File: config.mk
export PLATFORM = sky130hd
export DESIGN_NAME = fetch_pc_generator
export DESIGN_NICKNAME = d
export VERILOG_FILES = /design/src/rtl/fetch_pc_generator.sv
export SDC_FILE = /design/constraint.sdc
export NUM_CORES = 1
export LEC_CHECK = 0
export ABC_AREA = 1
export BUFFER_PORTS_ARGS = -buffer_cell sky130_fd_sc_hd__buf_4
export CAP_MARGIN = 20
export CORE_ASPECT_RATIO = 0.6
export CORE_UTILIZATION = 35
export DETAILED_ROUTE_END_ITERATION = 8
export HOLD_SLACK_MARGIN = 0.1
export PLACE_DENSITY = 0.7
export SKIP_LAST_GASP = 1
export SLEW_MARGIN = 10
export SYNTH_ARGS = -nofsm -noshare
export SYNTH_HDL_FRONTEND = slang
export SYNTH_SLANG_ARGS = --single-unit
File: constraint.sdc
create_clock -name iCLOCK -period 1.81 [get_ports iCLOCK]
set_input_delay 0.181 -clock iCLOCK [delete_from_list [all_inputs] [get_ports iCLOCK]]
set_output_delay 0.181 -clock iCLOCK [all_outputs]
set_load 0.01 [all_outputs]
File: src/rtl/fetch_pc_generator.sv
// Front-end fetch PC sequencer: drives the branch predictor search port and
// attaches the registered prediction to each issued fetch address one cycle later.
module fetch_pc_generator #(
   parameter logic [31:0]    RESET_VECTOR = 32'h0000_0000,
   localparam int unsigned   ADDR_W       = 32
) (
   input  logic              iCLOCK,
   input  logic              inRESET,
   input  logic              iSTART,
   input  logic              iFLUSH,
   input  logic [ADDR_W-1:0] iFLUSH_ADDR,
   input  logic              iNEXT_LOCK,
   output logic              oPREDICT_FLUSH,
   output logic              oPREDICT_SEARCH_STB,
   output logic [ADDR_W-1:0] oPREDICT_SEARCH_INST_ADDR,
   output logic              oPREDICT_SEARCH_LOCK,
   input  logic              iPREDICT_SEARCH_VALID,
   input  logic              iPREDICT_BRANCH,
   input  logic [ADDR_W-1:0] iPREDICT_ADDR,
   output logic              oINST_VALID,
   output logic [ADDR_W-1:0] oINST_ADDR,
   output logic              oINST_PREDICT_BRANCH,
   output logic [ADDR_W-1:0] oINST_PREDICT_ADDR
);

   localparam logic [ADDR_W-1:0] WORD_MASK = ~ADDR_W'(3);
   localparam logic [ADDR_W-1:0] PC_STEP   = ADDR_W'(4);

   typedef enum logic {
      IDLE = 1'b0,
      RUN  = 1'b1
   } state_t;

   state_t            state_q;
   state_t            state_d;
   logic [ADDR_W-1:0] pc_r;
   logic [ADDR_W-1:0] pc_d;
   logic              s1_valid;
   logic              s1_valid_d;
   logic [ADDR_W-1:0] s1_addr;
   logic [ADDR_W-1:0] s1_addr_d;

   logic              pv;
   logic              taken;
   logic              issue;
   logic [ADDR_W-1:0] flush_pc;
   logic [ADDR_W-1:0] predict_pc;

   // Prediction applies only to the address currently held in s1.
   assign pv         = s1_valid & iPREDICT_SEARCH_VALID;
   assign taken      = pv & iPREDICT_BRANCH;
   assign issue      = (state_q == RUN) & ~iNEXT_LOCK & ~iFLUSH & ~taken;
   assign flush_pc   = iFLUSH_ADDR & WORD_MASK;
   assign predict_pc = iPREDICT_ADDR & WORD_MASK;

   assign oPREDICT_FLUSH            = iFLUSH;
   assign oPREDICT_SEARCH_STB       = issue;
   assign oPREDICT_SEARCH_INST_ADDR = pc_r;
   assign oPREDICT_SEARCH_LOCK      = (state_q == IDLE) | (iNEXT_LOCK & ~iFLUSH);
   assign oINST_VALID               = s1_valid;
   assign oINST_ADDR                = s1_addr;
   assign oINST_PREDICT_BRANCH      = taken;
   assign oINST_PREDICT_ADDR        = taken ? predict_pc : '0;

   // State and PC register file.
   always_ff @(posedge iCLOCK or negedge inRESET) begin
      if (!inRESET) begin
         state_q  <= IDLE;
         pc_r     <= RESET_VECTOR & WORD_MASK;
         s1_valid <= 1'b0;
         s1_addr  <= '0;
      end else begin
         state_q  <= state_d;
         pc_r     <= pc_d;
         s1_valid <= s1_valid_d;
         s1_addr  <= s1_addr_d;
      end
   end

   // Next-state: flush beats idle, idle beats lock, lock beats a taken redirect.
   always_comb begin
      state_d    = state_q;
      pc_d       = pc_r;
      s1_valid_d = s1_valid;
      s1_addr_d  = s1_addr;

      if ((state_q == IDLE) && (iSTART || iFLUSH)) begin
         state_d = RUN;
      end

      if (iFLUSH) begin
         pc_d       = flush_pc;
         s1_valid_d = 1'b0;
      end else if (state_q == IDLE) begin
         pc_d = pc_r;
      end else if (iNEXT_LOCK) begin
         pc_d = pc_r;
      end else if (taken) begin
         pc_d       = predict_pc;
         s1_valid_d = 1'b0;
      end else begin
         s1_valid_d = 1'b1;
         s1_addr_d  = pc_r;
         pc_d       = pc_r + PC_STEP;
      end
   end

endmodule

==> impl_metrics.yaml, run 1 <==
placement:
  place_area_sq_um: 5320
  final_wtd_congestion: 0.880
  place_hpwl_microns: 11000
  numPortBuffers: 161
routing:
  drt_wl_total_microns: 14500
  final_antenna_net_count: 0
  initial_drt_markers: 446
  drt-wirelength-per-cell_microns: 15.7
  firstDrtPassIters: 5
  drcViolationCount: 0
  avgViaCountPerCell: 4.93
  vias: 4569
worst_setup_path:
  timing.critical_path.required_ns: 2.02
  critical_path.max_stage_delay_ns: 0.42
  setup.worst_path.class: "register to register"
  startpoint_type: "register"
  cp_common_cell: "sky130_fd_sc_hd__nand2_1"
  critPathCaptureType: "register"
  critical-path-slowest-cell: "sky130_fd_sc_hd__dfrtp_1"
  critPathTopFamily: "simple AND/OR/NAND/NOR gates"
  crit_path_max_fanout: 6
  crit_buf_inv: 0
  timing.critical_path.arrival_ns: 1.93
  path_cells: "ha_4, nand2_1, nor2_4, nand2_4, nor2_4, nand3_1, nand3_1, nand2_1, nand2_1, nand2_1"
sta:
  rsz0062_at_grt: "yes"
  tightestPinTransition_ns: 0.836
  final_max_slew_viol_count: 0
  fin_crit_sh: 0.949
  clock.fmax_mhz: 582
  maxSlewHeadroom: 0.443
  skew_ns: 0.00704
  finalHoldViolCount: 0
  final_period_minus_worst_setup_slack_ns: 1.72
  setup_viol: 0
grt:
  grt_max_degree: 63
  globalRoute.totalOverflow: 0
  first_global_vias: 4180
  grt_antenna_before_repair: 0
  grt_usage: 0.249
  grt_pass1_wl_microns: 22400
synth:
  syn_inst: 611
  synth_sequential_area_ratio: 0.390
  synth.cells.most_frequent: "sky130_fd_sc_hd__nand2_1, sky130_fd_sc_hd__nor2_1, sky130_fd_sc_hd__dfrtp_1"
  postSynth.asyncResetShare: 1.00
  ys_ff_latch: 62
  synth_ff_type: "sky130_fd_sc_hd__dfrtp_1"
  yosys.cell_count.top_type: "sky130_fd_sc_hd__nand2_1"
  yosysTopAreaCell: "sky130_fd_sc_hd__dfrtp_1"
  ys_warn_count: 0
  synth_cell_types: 29
  synth_enable_flop_cells: 0
  yosys-top-cells-area: "sky130_fd_sc_hd__dfrtp_1, sky130_fd_sc_hd__nand2_1, sky130_fd_sc_hd__nor2_1"
  post_synth_instance_area_sq_um: 3980
  synth_area_per_cell_sq_um: 6.52
  area_share_of_the_leading_cell_type_in_the_synthesized_netlist: 0.390
power_and_ir_drop:
  power.share.switching: 0.330
  internal_portion_of_total_power_w: 0.00329
  powerDensity_nw_per_um2: 857
  power.share.sequential: 0.378
  comb_power_share: 0.277
  netSwitchingPower_w: 0.00162
  design_power_total_w: 0.00491
  max-vdd-ir-drop_mv: 0.417
  p_leak_nw: 3.15
  pwr-share-clk: 0.345
floorplanning:
  rows: 29
  initial_core_utilization: 0.368
  floorplan.io_pins: 172
  fp.dieH_microns: 84.6
  dieArea_sq_um: 11800
  die_x_microns: 140
  design.core.area_sq_um: 10800
finish:
  area.growth.synth_to_final_pct: 43.9
  design_area_sq_um: 5730
  nets: 854
  final_layout_size_suffix_gt1_frac: 0.283
  antenna-diode-count: 0
  fillers: 1094
cts:
  root_buffer: "sky130_fd_sc_hd__clkbuf_16"
  tritoncts: "built"
  number_of_buffers_created_by_cts: 9
  ctsLongestPathBuffers: 2
  h-tree-depth: 3
  worst_skew_pair.late_latency_ns: 0.33
  clkTransAtPathRegs_ns: 0.05
  numClockSinks: 62
run:
  maxCapViolations: 0
run_status:
  outcome: "complete, no violations"
worst_hold_path:
  hp-class: "input port to register"
## path summary, 6_finish.rpt
kind | endpoint | depth (start not counted) | startpoint | slack [ns]
min reg2reg | oINST_ADDR[13]$_DFFE_PN0P_ | 2 | oINST_ADDR[13]$_DFFE_PN0P_ | 0.48
min in group asynchronous | oINST_ADDR[10]$_DFFE_PN0P_ | 2 | inRESET | 0.51
max reg2reg | oPREDICT_SEARCH_INST_ADDR[28]$_DFFE_PN0P_ | 10 | oPREDICT_SEARCH_INST_ADDR[2]$_DFFE_PN0P_ | 0.09
max | oPREDICT_SEARCH_INST_ADDR[28]$_DFFE_PN0P_ | 10 | oPREDICT_SEARCH_INST_ADDR[2]$_DFFE_PN0P_ | 0.09
min | oPREDICT_SEARCH_INST_ADDR[31]$_DFFE_PN0P_ | 5 | iFLUSH_ADDR[31] | 0.15
max in group asynchronous | oPREDICT_SEARCH_INST_ADDR[12]$_DFFE_PN0P_ | 2 | inRESET | 0.70
## worst register-to-register path, delay by kind of cell (launching register included)
kind | cells | cell delay (ns)
flops | 1 | 0.42
fa+ha+maj | 1 | 0.17
simple gates | 9 | 1.01
## layout by cell type, fill, tap and decap left out, types with 2 or more instances in the layout
cell type and count:
sky130_fd_sc_hd__buf_12 2, sky130_fd_sc_hd__inv_1 60, sky130_fd_sc_hd__nand2_4 2, sky130_fd_sc_hd__a211oi_1 2, sky130_fd_sc_hd__dfrtp_1 61, sky130_fd_sc_hd__inv_2 6, sky130_fd_sc_hd__nand3_2 2, sky130_fd_sc_hd__o22ai_1 4
sky130_fd_sc_hd__o21ai_0 21, sky130_fd_sc_hd__and2_1 2, sky130_fd_sc_hd__inv_6 2, sky130_fd_sc_hd__conb_1 6, sky130_fd_sc_hd__a21oi_1 8, sky130_fd_sc_hd__nand2_2 3, sky130_fd_sc_hd__o211ai_1 4, sky130_fd_sc_hd__clkinv_2 3
sky130_fd_sc_hd__nor2_4 7, sky130_fd_sc_hd__dlygate4sd3_1 6, sky130_fd_sc_hd__nand2_1 232, sky130_fd_sc_hd__clkbuf_16 9, sky130_fd_sc_hd__nand3_1 45, sky130_fd_sc_hd__o21ai_1 29, sky130_fd_sc_hd__buf_4 175, sky130_fd_sc_hd__nor2_1 80
sky130_fd_sc_hd__nor2_2 7
## power by group through the flow
stage / combinational, W / clock, W / sequential [W]
final: 0.00136 / 0.00170 / 0.00186
after global routing: 0.00150 / 0.00180 / 0.00188
after CTS: 0.00135 / 0.00174 / 0.00184
after detailed placement: 0.00133 / 0 / 0.00187
after global placement: 0.00131 / 0 / 0.00185
after floorplan: 0.000565 / 0 / 0.00190
## kinds of logic (layout without fill, tap and decap cells)
| family | count (synthesis) | count (layout) | share of synthesized area |
|---|---|---|---|
| compound gates | 69 | 69 | 0.0924 |
| xor+xnor | 1 | 1 | 0.00220 |
| fa+ha+maj | 1 | 1 | 0.00314 |
| buf+inv | 95 | 266 | 0.106 |
| flops | 62 | 62 | 0.390 |
| other cells | 1 | 6 | 0.000942 |
| simple gates | 382 | 382 | 0.405 |
## layer usage
layer,global-route usage,vias up,wire (microns)
li1,-,2231,-
met1,0.384,2102,7340
met2,0.338,219,5740
met3,0.0616,17,1320
met4,0.0619,0,142
met5,0,-,0
## area by class of cell
type                            instances  area [sq um]  area share
Inverter                               67           256      0.0448
Timing Repair Buffer                  183          1410       0.247
Clock inverter                          6          61.3      0.0107
Sequential cell                        62          1550       0.271
Multi-Input combinational cell        459          2040       0.357
Tap cell                              139           174      0.0303
Clock buffer                           10           229      0.0400
## through the flow
stage,hold WS [ns],utilization,worst slack [ns],setup TNS (ns),cells
finish,0.148,0.530,0.0918,0,926
floorplan,-0.115,-,0.280,0,616
global route,0.167,0.530,-0.0489,-0.0924,926
CTS,0.136,0.525,0.0581,0,921
global placement,0.327,0.492,0.148,0,899
detailed placement,0.339,0.492,0.0857,0,899
## what timing repair did
item | CTS | global route
buffers inserted | 0 | 5
pin swaps | 0 | 4
hold buffers | 6 | 0
endpoints found under the hold margin | 67 | 0
gates resized for setup | 1 | 6
setup endpoints to repair | 4 | 14
## flip-flops by register name (all words and copies together) (netlist names)
name                       cells
state_q                        1
oINST_VALID                    1
oPREDICT_SEARCH_INST_ADDR     30
oINST_ADDR                    30
Power figures use the tool's default switching activity.
==> run 2: changes to the inputs <==
--- a/config.mk
+++ b/config.mk
@@ -7,9 +7,10 @@
 export LEC_CHECK = 0
 export ABC_AREA = 1
-export BUFFER_PORTS_ARGS = -buffer_cell sky130_fd_sc_hd__buf_4
+export BUFFER_PORTS_ARGS = -buffer_cell sky130_fd_sc_hd__buf_2
 export CAP_MARGIN = 20
 export CORE_ASPECT_RATIO = 0.6
 export CORE_UTILIZATION = 35
 export DETAILED_ROUTE_END_ITERATION = 8
+export GPL_TIMING_DRIVEN = 0
 export HOLD_SLACK_MARGIN = 0.1
 export PLACE_DENSITY = 0.7
==> constraint.sdc (replaced) <==
create_clock -name iCLOCK -period 1.81 [get_ports iCLOCK]
set_input_delay 0.362 -clock iCLOCK [delete_from_list [all_inputs] [get_ports iCLOCK]]
set_output_delay 0.362 -clock iCLOCK [all_outputs]
set_load 0.01 [all_outputs]
==> run 2 against run 1 <==
- the flow now finishes with violations (negative setup slack)
- sequential share of layout area increased by 0.52 points
- clock power about the same
- register-to-register slack about the same
- critical path depth decreased by 4
==> impl_metrics.yaml, run 2 (synthesis results as in run 1) <==
grt:
  globalRoute.totalOverflow: 0
  grt_max_degree: 63
  first_global_vias: 4126
  grt_antenna_before_repair: 0
  grt_usage: 0.257
  grt_pass1_wl_microns: 22800
floorplanning:
  rows: 29
  initial_core_utilization: 0.368
  fp.dieH_microns: 84.6
  design.core.area_sq_um: 10800
  die_x_microns: 140
  floorplan.io_pins: 172
  dieArea_sq_um: 11800
run:
  maxCapViolations: 0
finish:
  nets: 875
  layout.cells.most_common: "sky130_fd_sc_hd__nand2_1"
  final_layout_size_suffix_gt1_frac: 0.340
  antenna-diode-count: 0
  layout.cells.most_common_list: "sky130_fd_sc_hd__nand2_1, sky130_fd_sc_hd__buf_2, sky130_fd_sc_hd__nor2_1"
  area.growth.synth_to_final_pct: 41.5
  design_area_sq_um: 5630
routing:
  drt_wl_total_microns: 14900
  final_antenna_net_count: 0
  initial_drt_markers: 390
  drcViolationCount: 0
  firstDrtPassIters: 6
  avgViaCountPerCell: 4.92
  drt-wirelength-per-cell_microns: 15.7
  vias: 4659
placement:
  numPortBuffers: 160
  place_area_sq_um: 4980
  pre_cts_ws_ns: -0.295
  place_hpwl_microns: 11200
  final_wtd_congestion: 0.950
sta:
  timing.hold.ws_ns: 0.114
  setup_slack_ns: -0.0622
  final_period_minus_worst_setup_slack_ns: 1.87
  finalHoldViolCount: 0
  tightestPinTransition_ns: 0.837
  maxSlewHeadroom: 0.442
  rsz0062_at_grt: "yes"
  clock.fmax_mhz: 534
  skew_ns: 0.00898
  fin_crit_sh: 1.03
  final_max_slew_viol_count: 0
  totalNegativeSetupSlack_ns: -0.452
  setup_viol: 20
cts:
  numClockSinks: 62
  h-tree-depth: 3
  ctsLongestPathBuffers: 2
  clkTransAtPathRegs_ns: 0.06
  number_of_buffers_created_by_cts: 9
  root_buffer: "sky130_fd_sc_hd__clkbuf_16"
  tritoncts: "built"
  worst_skew_pair.late_latency_ns: 0.34
worst_hold_path:
  hp-class: "input port to asynchronous set/reset pin"
run_status:
  outcome: "finished with violations"
  violations: "negative setup slack"
worst_setup_path:
  critical_path.max_stage_delay_ns: 0.46
  setup.worst_path.class: "register to output pin"
  critical-path-slowest-cell: "sky130_fd_sc_hd__dfrtp_2"
  path_cells: "nand3_4, inv_8, buf_12, nand2_2, inv_1, buf_2"
  startpoint_type: "register"
  crit_path_max_fanout: 8
  critPathCaptureType: "output pin"
  timing.critical_path.required_ns: 1.45
  timing.critical_path.arrival_ns: 1.51
power_and_ir_drop:
  powerDensity_nw_per_um2: 856
  max-vdd-ir-drop_mv: 0.442
  p_leak_nw: 3.20
-- run 2: cell types whose count changed in the layout (fill, tap and decap cells not counted), sizes merged --
cell,previous run,this run
buf,177,198
clkbuf,10,16
dlygate4sd3,6,0
-- run 2: metal layers --
metal | part of all wire | up-vias | track usage | routed length (microns)
met3 | 0.11 | 20 | 0.0742 | 1580
met2 | 0.38 | 253 | 0.344 | 5690
met4 | 0.012 | 0 | 0.0539 | 184
met5 | 0 | - | 0 | 0
met1 | 0.50 | 2111 | 0.398 | 7440
li1 | - | 2275 | - | -
-- run 2: final cells by class --
cell class | count | area, sq um
Fill cell | 1103 | 5180
Multi-Input combinational cell | 459 | 2160
Sequential cell | 62 | 1560
Timing Repair Buffer | 176 | 978
Inverter | 67 | 259
Clock buffer | 10 | 229
Buffer | 28 | 216
Tap cell | 139 | 174
Clock inverter | 6 | 61.3
-- run 2: worst paths after layout --
kind	startpoint	depth (start not counted)	slack [ns]	endpoint
min in group iCLOCK	iSTART	3	0.21	state_q$_DFFE_PN0P_
max reg2reg	oPREDICT_SEARCH_INST_ADDR[5]$_DFFE_PN0P_	9	0.09	oPREDICT_SEARCH_INST_ADDR[22]$_DFFE_PN0P_
max	oINST_VALID$_DFFE_PN0P_	6	-0.06	oINST_PREDICT_ADDR[18]
min	inRESET	1	0.11	oINST_ADDR[6]$_DFFE_PN0P_
max in group asynchronous	inRESET	1	1.06	oPREDICT_SEARCH_INST_ADDR[3]$_DFFE_PN0P_
min reg2reg	oINST_ADDR[13]$_DFFE_PN0P_	2	0.47	oINST_ADDR[13]$_DFFE_PN0P_
-- run 2: stage by stage --
stage | power (W) | instances | utilization
2_1_floorplan | 0.00246 | 616 | -
3_3_place_gp | 0.00301 | 915 | 0.460
3_5_place_dp | 0.00302 | 915 | 0.460
4_1_cts | 0.00478 | 942 | 0.507
5_1_grt | 0.00505 | 947 | 0.521
6_report | 0.00482 | 947 | 0.521
-- run 2: what timing repair did --
action / CTS / global route
setup buffers: 11 / 5
hold buffers: 0 / 0
pin swaps: 2 / 2
setup endpoints to repair: 53 / 51
gates cloned: 0 / 0
resized for setup: 43 / 32
-- run 2: power by group --
| part | total, W | leakage (nW) | internal [W] | switching [W] |
|---|---|---|---|---|
| Sequential | 0.00185 | 0.756 | 0.00160 | 0.000251 |
| Clock | 0.00172 | 0.143 | 0.00106 | 0.000660 |
| Combinational | 0.00125 | 2.30 | 0.000491 | 0.000756 |
-- run 2: critical path: cells and delay by family (launching register included) --
kind / cells / cell delay, ns
buffers and inverters: 4 / 0.43
DFF: 1 / 0.46
and+or+nand+nor: 2 / 0.27
==> run 3: changes to the inputs <==
- REMOVE_ABC_BUFFERS: default -> 1
==> run 3 against run 2 <==
- the flow now finishes without violations
- design area did not move
- core utilization did not move
- combinational power barely moved
- clock power fell by 5%
- count of clock-buffer cells in the layout rose by 3
- flip-flop and latch count did not move
- critical path type unchanged
==> impl_metrics.yaml, run 3 (synthesis results as in run 1) <==
floorplanning:
  rows: 29
  initial_core_utilization: 0.368
  floorplan.io_pins: 172
  design.core.area_sq_um: 10800
  dieArea_sq_um: 11800
  fp.dieH_microns: 84.6
  die_x_microns: 140
run:
  maxCapViolations: 0
routing:
  drt_wl_total_microns: 14000
  final_antenna_net_count: 0
  drcViolationCount: 0
  initial_drt_markers: 259
  avgViaCountPerCell: 4.85
  firstDrtPassIters: 5
  drt-wirelength-per-cell_microns: 15.1
  vias: 4483
worst_hold_path:
  hp-class: "input port to asynchronous set/reset pin"
cts:
  clkTransAtPathRegs_ns: 0.05
  root_buffer: "sky130_fd_sc_hd__clkbuf_16"
  worst_skew_pair.late_latency_ns: 0.33
  hold_buffers: 0
  h-tree-depth: 3
  ctsLongestPathBuffers: 2
  number_of_buffers_created_by_cts: 9
  tritoncts: "built"
  numClockSinks: 62
worst_setup_path:
  startpoint_type: "register"
  timing.critical_path.arrival_ns: 1.44
  crit_path_max_fanout: 7
  critPathCaptureType: "output pin"
  r2r_depth: 6
  setup.worst_path.class: "register to output pin"
  timing.critical_path.required_ns: 1.45
sta:
  maxSlewHeadroom: 0.448
  fin_crit_sh: 0.995
  final_max_slew_viol_count: 0
  rsz0062_at_grt: "yes"
  clock.fmax_mhz: 555
  final_period_minus_worst_setup_slack_ns: 1.80
  finalHoldViolCount: 0
  skew_ns: 0.00553
  setup_slack_ns: 0.00976
  tightestPinTransition_ns: 0.828
  totalNegativeSetupSlack_ns: 0
  setup_viol: 0
power_and_ir_drop:
  max-vdd-ir-drop_mv: 0.434
  p_leak_nw: 3.11
  powerDensity_nw_per_um2: 833
run_status:
  outcome: "complete, no violations"
finish:
  layout.cells.most_common: "sky130_fd_sc_hd__nand2_1"
  final_layout_size_suffix_gt1_frac: 0.349
  layout.cells.most_common_list: "sky130_fd_sc_hd__nand2_1, sky130_fd_sc_hd__buf_2, sky130_fd_sc_hd__nor2_1"
  sequential_area_sq_um: 1560
  antenna-diode-count: 0
  area.growth.synth_to_final_pct: 41.5
  fillers: 1088
  design_area_sq_um: 5630
  nets: 854
  multi_input_area_sq_um: 2240
  fin_cells: 924
grt:
  grt_max_degree: 63
  globalRoute.totalOverflow: 0
  grt_pass1_wl_microns: 21200
  grt_usage: 0.237
  grt_antenna_before_repair: 0
  first_global_vias: 3838
placement:
  dpl.cell_count: 888
  pre_cts_ws_ns: -1.44
  place_area_sq_um: 4810
  final_wtd_congestion: 0.827
  numPortBuffers: 161
  place_hpwl_microns: 9110
run 3: cell types whose count changed in the layout (fill, tap and decap cells not counted), sizes merged:
cell | previous run | this run
clkinvlp | 1 | 0
inv | 68 | 66
buf | 198 | 181
clkbuf | 16 | 13
clkinv | 3 | 1
nand3 | 47 | 49
run 3: final timing paths:
path | from | endpoint | slack [ns]
max | oINST_VALID$_DFFE_PN0P_ | oINST_PREDICT_BRANCH | 0.01
min | inRESET | oINST_ADDR[11]$_DFFE_PN0P_ | 0.13
min in group iCLOCK | iSTART | state_q$_DFFE_PN0P_ | 0.21
max in group asynchronous | inRESET | oINST_VALID$_DFFE_PN0P_ | 1.08
min reg2reg | oINST_ADDR[20]$_DFFE_PN0P_ | oINST_ADDR[20]$_DFFE_PN0P_ | 0.46
max reg2reg | oINST_VALID$_DFFE_PN0P_ | oPREDICT_SEARCH_INST_ADDR[10]$_DFFE_PN0P_ | 0.12
run 3: critical path: stages, from the launching register on:
cell and delay [ns]:
sky130_fd_sc_hd__dfrtp_2 0.39, sky130_fd_sc_hd__nand3_4 0.21, sky130_fd_sc_hd__inv_12 0.13, sky130_fd_sc_hd__buf_12 0.16
sky130_fd_sc_hd__buf_6 0.12, sky130_fd_sc_hd__buf_6 0.09
run 3: power by group:
part	internal (W)	total (W)	switching (W)
combinational	0.000487	0.00122	0.000734
clock	0.00102	0.00163	0.000607
sequential	0.00160	0.00184	0.000236
total	0.00311	0.00469	0.00158
run 3: final cells by class:
cell class | instances | area share
multi-input combinational | 461 | 0.397
sequential | 62 | 0.277
timing repair buffer | 181 | 0.194
inverter | 67 | 0.0520
clock buffer | 13 | 0.0480
tap | 139 | 0.0309
clock inverter | 1 | 0.000889
run 3: stage by stage:
stage	power [W]	util	hold slack (ns)
2_1_floorplan	0.00242	-	0.0664
3_3_place_gp	0.00293	0.445	0.452
3_5_place_dp	0.00295	0.445	0.453
4_1_cts	0.00461	0.487	0.154
5_1_grt	0.00494	0.521	0.208
6_report	0.00469	0.521	0.135
run 3: routing by layer:
layer / vias to the layer above / wire length (microns) / GRT usage
li1: 2251 / - / -
met1: 2017 / 7040 / 0.369
met2: 205 / 5600 / 0.322
met3: 10 / 1270 / 0.0656
met4: 0 / 89 / 0.0400
met5: - / 0 / 0
run 3: repair_timing:
action,CTS,global route
setup endpoints to repair,93,77
gates cloned,2,0
gates resized for setup,16,90
pin swaps,2,7
buffers inserted,11,9
